## config.mk

```make
export PLATFORM = sky130hd
export DESIGN_NAME = load_store_ctrl
export DESIGN_NICKNAME = d
export VERILOG_FILES = /design/src/rtl/load_store_ctrl.sv
export SDC_FILE = /design/constraint.sdc
export NUM_CORES = 1
export LEC_CHECK = 0
export ABC_CLOCK_PERIOD_IN_PS = 3500
export BUFFER_PORTS_ARGS = -buffer_cell sky130_fd_sc_hd__buf_2
export CAP_MARGIN = 15
export CORE_AREA = 2 2 156 158
export DETAILED_ROUTE_END_ITERATION = 8
export DIE_AREA = 0 0 158 160
export GPL_ROUTABILITY_DRIVEN = 0
export PLACE_DENSITY = 0.68
export SETUP_SLACK_MARGIN = 0.2
export SYNTH_ARGS = -nofsm -noshare
export SYNTH_HDL_FRONTEND = slang
export SYNTH_SLANG_ARGS = --single-unit
```

## constraint.sdc

```tcl
create_clock -name clk -period 3.5 [get_ports clk]
set_input_delay 0 -clock clk [delete_from_list [all_inputs] [get_ports clk]]
set_output_delay 0 -clock clk [all_outputs]
set_load 0.03 [all_outputs]
```

## src/rtl/load_store_ctrl.sv

```systemverilog
`default_nettype none
// +----------------------------------------------------------------------------------+
// | load_store_ctrl: execute-stage load/store requester for the byte-addressed data  |
// | memory. Define MISALIGN_CHECK_EN to reject size-misaligned accesses. Rev 1.0     |
// +----------------------------------------------------------------------------------+
module load_store_ctrl #(
  parameter int XLEN      = 64,
  parameter int MEM_BYTES = 2048
) (
  input  logic            clk,
  input  logic            rst_n,
  input  logic            req_valid,
  output logic            req_ready,
  input  logic            req_we,
  input  logic [2:0]      req_funct3,
  input  logic [XLEN-1:0] req_addr,
  input  logic [XLEN-1:0] req_wdata,
  output logic            resp_valid,
  output logic [XLEN-1:0] resp_rdata,
  output logic            resp_err,
  output logic            mem_read_en,
  output logic            mem_write_en,
  output logic [2:0]      load_format,
  output logic [1:0]      store_format,
  output logic [XLEN-1:0] mem_addr,
  output logic [XLEN-1:0] mem_data_input,
  input  logic [XLEN-1:0] mem_data_output
);

  typedef enum logic [1:0] {
    ST_IDLE    = 2'd0,
    ST_ACCESS  = 2'd1,
    ST_CAPTURE = 2'd2,
    ST_ERROR   = 2'd3
  } state_t;

  localparam logic [XLEN:0] LAST_BYTE = (XLEN+1)'(MEM_BYTES - 1);

  state_t      state;
  logic        acc_we;
  logic [2:0]  acc_funct3;
  logic [2:0]  size_m1;
  logic [XLEN:0] last_addr;
  logic        bad_funct3;
  logic        out_of_range;
  logic        misaligned;
  logic        reject;

  // Memory returns stale upper bytes, so mask to size before extending.
  function automatic logic [XLEN-1:0] extend(input logic [XLEN-1:0] raw, input logic [2:0] f3);
    logic [XLEN-1:0] ext;
    case (f3[1:0])
      2'b00:   ext = {{(XLEN-8){raw[7] & ~f3[2]}}, raw[7:0]};
      2'b01:   ext = {{(XLEN-16){raw[15] & ~f3[2]}}, raw[15:0]};
      2'b10:   ext = {{(XLEN-32){raw[31] & ~f3[2]}}, raw[31:0]};
      default: ext = raw;
    endcase
    return ext;
  endfunction

  always_comb begin
    case (req_funct3[1:0])
      2'b00:   size_m1 = 3'd0;
      2'b01:   size_m1 = 3'd1;
      2'b10:   size_m1 = 3'd3;
      default: size_m1 = 3'd7;
    endcase
    // One extra bit so an address near the top of the space cannot wrap into range.
    last_addr    = {1'b0, req_addr} + {{(XLEN-2){1'b0}}, size_m1};
    out_of_range = last_addr > LAST_BYTE;
    bad_funct3   = req_we ? req_funct3[2] : (req_funct3 == 3'b111);
`ifdef MISALIGN_CHECK_EN
    misaligned   = |(req_addr[2:0] & size_m1);
`else
    misaligned   = 1'b0;
`endif
    reject       = bad_funct3 | out_of_range | misaligned;
  end

  always_ff @(posedge clk) begin
    if (!rst_n) begin
      state          <= ST_IDLE;
      req_ready      <= 1'b1;
      resp_valid     <= 1'b0;
      resp_rdata     <= '0;
      resp_err       <= 1'b0;
      mem_read_en    <= 1'b0;
      mem_write_en   <= 1'b0;
      load_format    <= 3'b000;
      store_format   <= 2'b00;
      mem_addr       <= '0;
      mem_data_input <= '0;
      acc_we         <= 1'b0;
      acc_funct3     <= 3'b000;
    end else begin
      resp_valid <= 1'b0;
      resp_err   <= 1'b0;
      case (state)
        ST_IDLE: begin
          if (req_valid) begin
            mem_addr       <= req_addr;
            mem_data_input <= req_wdata;
            load_format    <= (req_funct3[1:0] == 2'b11) ? 3'b101 : {1'b0, req_funct3[1:0]};
            store_format   <= req_funct3[1:0];
            acc_we         <= req_we;
            acc_funct3     <= req_funct3;
            resp_rdata     <= '0;
            req_ready      <= 1'b0;
            if (reject) begin
              state <= ST_ERROR;
            end else begin
              state        <= ST_ACCESS;
              mem_read_en  <= ~req_we;
              mem_write_en <= req_we;
            end
          end
        end
        ST_ACCESS: begin
          mem_read_en  <= 1'b0;
          mem_write_en <= 1'b0;
          state        <= ST_CAPTURE;
        end
        ST_CAPTURE: begin
          resp_valid <= 1'b1;
          resp_rdata <= acc_we ? '0 : extend(mem_data_output, acc_funct3);
          req_ready  <= 1'b1;
          state      <= ST_IDLE;
        end
        ST_ERROR: begin
          resp_valid <= 1'b1;
          resp_err   <= 1'b1;
          resp_rdata <= '0;
          req_ready  <= 1'b1;
          state      <= ST_IDLE;
        end
        default: begin
          req_ready <= 1'b1;
          state     <= ST_IDLE;
        end
      endcase
    end
  end

endmodule
`default_nettype wire

```

==> flow_metrics.tcl <==
set metrics [dict create \
    setup_viol 0 \
    fin_skew_ps 10.43 \
    synth-compound-area-share_pct 23.59 \
    ys_types 64 \
    dieArea_sq_um 25280 \
    power.total_uw 6491 \
    num_vias 10540 \
    final_max_slew_viol_count 0 \
    synth_xor_area_share_pct 1.691 \
    cp-end-kind "flip-flop" \
    hold_path.startpoint "rst_n" \
    grt_start_max_net_pins 107 \
    synth_area_sq_um 9323 \
    synthMuxAreaShare_pct 0.4295 \
    areaGrowthSynthToFinish_pct 55.29 \
    die_x_um 158 \
    crit_family "simple AND/OR/NAND/NOR gates" \
    critPathMaxFanout 4 \
    antenna_found_initial 1 \
    hold_depth 2 \
    clkTransAtPathRegs_ps 60 \
    postRouteAntennaNets 0 \
    drtIter0Drc 624 \
    dpl_cell_area_sq_um 11560 \
    reg2reg_from "state[0]" \
    yosys-top-cells-area "dfxtp_1, nand2_1, a21boi_0" \
    ys_seq_area_share_pct 44.24 \
    startpoint_type "primary input" \
    yosys_warnings 0 \
    start_util_pct 39.14 \
    row_count 57 \
    post-route-cell-area_sq_um 14480 \
    cp_num_buf_inv 3 \
    synth-adder-area-share_pct 0.6174 \
    cp_num_cells 13 \
    status "finished, final reports clean" \
    critPathLaunch "req_addr[1]" \
    insertion_delay_ps 510 \
    synth_seq_cells 206 \
    post-route-min-period_ps 3082 \
    die_y_um 160 \
    numClockSinks 206 \
    hold_viol_final 0 \
    cap_violations 0 \
    root_buffer "clkbuf_16" \
    critical-path-max-stage-delay_ps 540 \
    first_pass_iters 5 \
    htree_levels 1 \
    grt_usage_pct 25.40 \
    synth_cells 1152 \
    yosys.area.top_type_share_pct 44.24 \
    synth_edf_count 0 \
    synth_top_family_by_area "simple AND/OR/NAND/NOR gates" \
    avgRoutedWirePerCell_um 16.66 \
    fmax_ghz 0.3244 \
    yosys.area_share.simple_pct 25.61 \
    crit_top_cell "nand4_1" \
    required_ps 3910 \
    cts_tree "built" \
    async_flop_share_pct 0 \
    hp-class "primary input to flip-flop" \
    leakage_uw 0.006183 \
    first_global_vias 10380 \
    synth_top_flop_cell "dfxtp_1" \
    period_share_pct 88.07 \
    drt-total-wl_um 34290 \
    numCtsBuffers 24 \
    place_inst 1809 \
    final_net_count 1917 \
    grt_pass1_wl_um 52990 \
    synth_nets 1355 \
    ir_drop_v 0.0002906 \
    drive_above_1_share_pct 28.12 \
    crit_type "primary input to flip-flop" \
    ctsLongestPathBuffers 3 \
    rr_worst_depth 6 \
    vias_per_cell 5.121 \
    rsz0062_at_grt "no" \
    power.density_nw_per_um2 448.4 \
    dpl.hpwl_um 21960 \
    fin_setup_tns_ps 0 \
    io_buffer_count 400 \
    drc 0 \
    fp.coreArea_sq_um 23820 \
    syn_area_per_cell_sq_um 8.093 \
    layout.cells.non_filler 2058 \
    crit_chain "dlygate4sd3_1, buf_2, inv_1, fa_1, nand2b_2, a2111oi_4, nand4_1, o21a_1, a211oi_1, and4b_1, nand4_1, or2_0, o32ai_1" \
    grt-ovfl-total 0 \
    crit_arrival_ps 3490 \
    slew_headroom_pct 35.89 \
    tightest_slew_ps 961.7 \
    cpMaxStageDelayCell "dlygate4sd3_1" \
    io_pins 401 \
    yosys.area.top_type "dfxtp_1" \
]
path summary, 6_finish.rpt:
check / end / slack, ps
setup reg to reg: load_format[1] / 1060
setup / recovery: mem_write_en / 420
hold reg to reg: resp_rdata[56] / 450
hold / removal: mem_addr[17] / 170
state kept, by name (all words and copies together), names as in the netlist:
signal,count
mem_addr,64
mem_read_en,1
store_format,1
resp_rdata,64
mem_write_en,1
resp_valid,1
mem_data_input,64
state,2
acc_we,1
req_ready,1
load_format,3
acc_funct3,2
resp_err,1
logic make-up after synthesis:
family | after synthesis
multiplexers | 4
adder cells (fa/ha/maj) | 4
XOR/XNOR | 18
AND/OR/NAND/NOR | 509
buffers and inverters | 91
flip-flops | 206
AO/OA/AOI/OAI | 320
cell usage after synthesis (13+ instances only):
cell type	number
nand2_1	336
dfxtp_1	206
a21boi_0	167
clkbuf_1	74
a21oi_1	56
o21ai_0	51
nor2b_1	34
nand3_1	21
nand4_1	21
nor3_1	17
xnor2_1	14
nor2_1	13
cell type report:
class	instances	area, sq um
Tap cell	324	405.4
Multi-Input combinational cell	855	4890
Clock inverter	8	142.6
Inverter	10	37.54
Antenna cell	2	5.005
Timing Repair Buffer	617	4156
Sequential cell	206	4124
Fill cell	2058	9343
Clock buffer	36	716.9
report_power, final:
part           total, uW  switching, uW  leakage [uW]  internal (uW)
Clock               2710           1010      0.000420           1710
Combinational       1240            756       0.00408            479
Sequential          2540           66.5       0.00168           2480
Total               6490           1830       0.00618           4660
routing by layer:
metal  vias to the layer above  part of all wire [%]  GRT usage (%)
met2                       456                    48          43.85
met5                         -                     0              0
met3                       118                   7.8          5.509
met1                      4880                    40          29.73
li1                       5086                     -              -
met4                         0                   4.4          11.96
cells in the final DEF (no fill, tap or decap), types with 12 or more instances in the layout:
master / netlist / routed
buf_2: 3 / 399
clkbuf_16: 0 / 25
xnor2_1: 14 / 14
dfxtp_1: 206 / 206
buf_4: 3 / 17
nor3_1: 17 / 17
a21boi_0: 167 / 167
dlygate4sd3_1: 0 / 199
nor2_1: 13 / 12
nand2_1: 336 / 336
a21oi_1: 56 / 55
nand4_1: 21 / 21
nor2b_1: 34 / 34
nand3_1: 21 / 21
o21ai_0: 51 / 51
through the flow:
step | hold slack, ps | utilization [%] | setup WS, ps
final | 165.2 | 60.78 | 417.7
after CTS | 162.8 | 60.52 | 290.2
after global placement | 252.2 | 48.55 | 239.3
after global routing | 191.2 | 60.77 | 200.7
after detailed placement | 256.9 | 48.55 | 72.69
after floorplan | 118.5 | - | 774.0
worst reg2reg max path, cell delays in order, from the launching register on:
cell and delay, ps:
dfxtp_1 340, inv_1 160, nand2_1 150, or2_4 560, or3_1 430, dlygate4sd3_1 560, a21boi_0 160
timing repair:
item	CTS	global route
setup buffers	0	4
setup endpoints to repair	0	3
hold buffers	199	0
resized for setup	0	4
endpoints found under the hold margin	203	0
(Power assumes the default switching activity.)
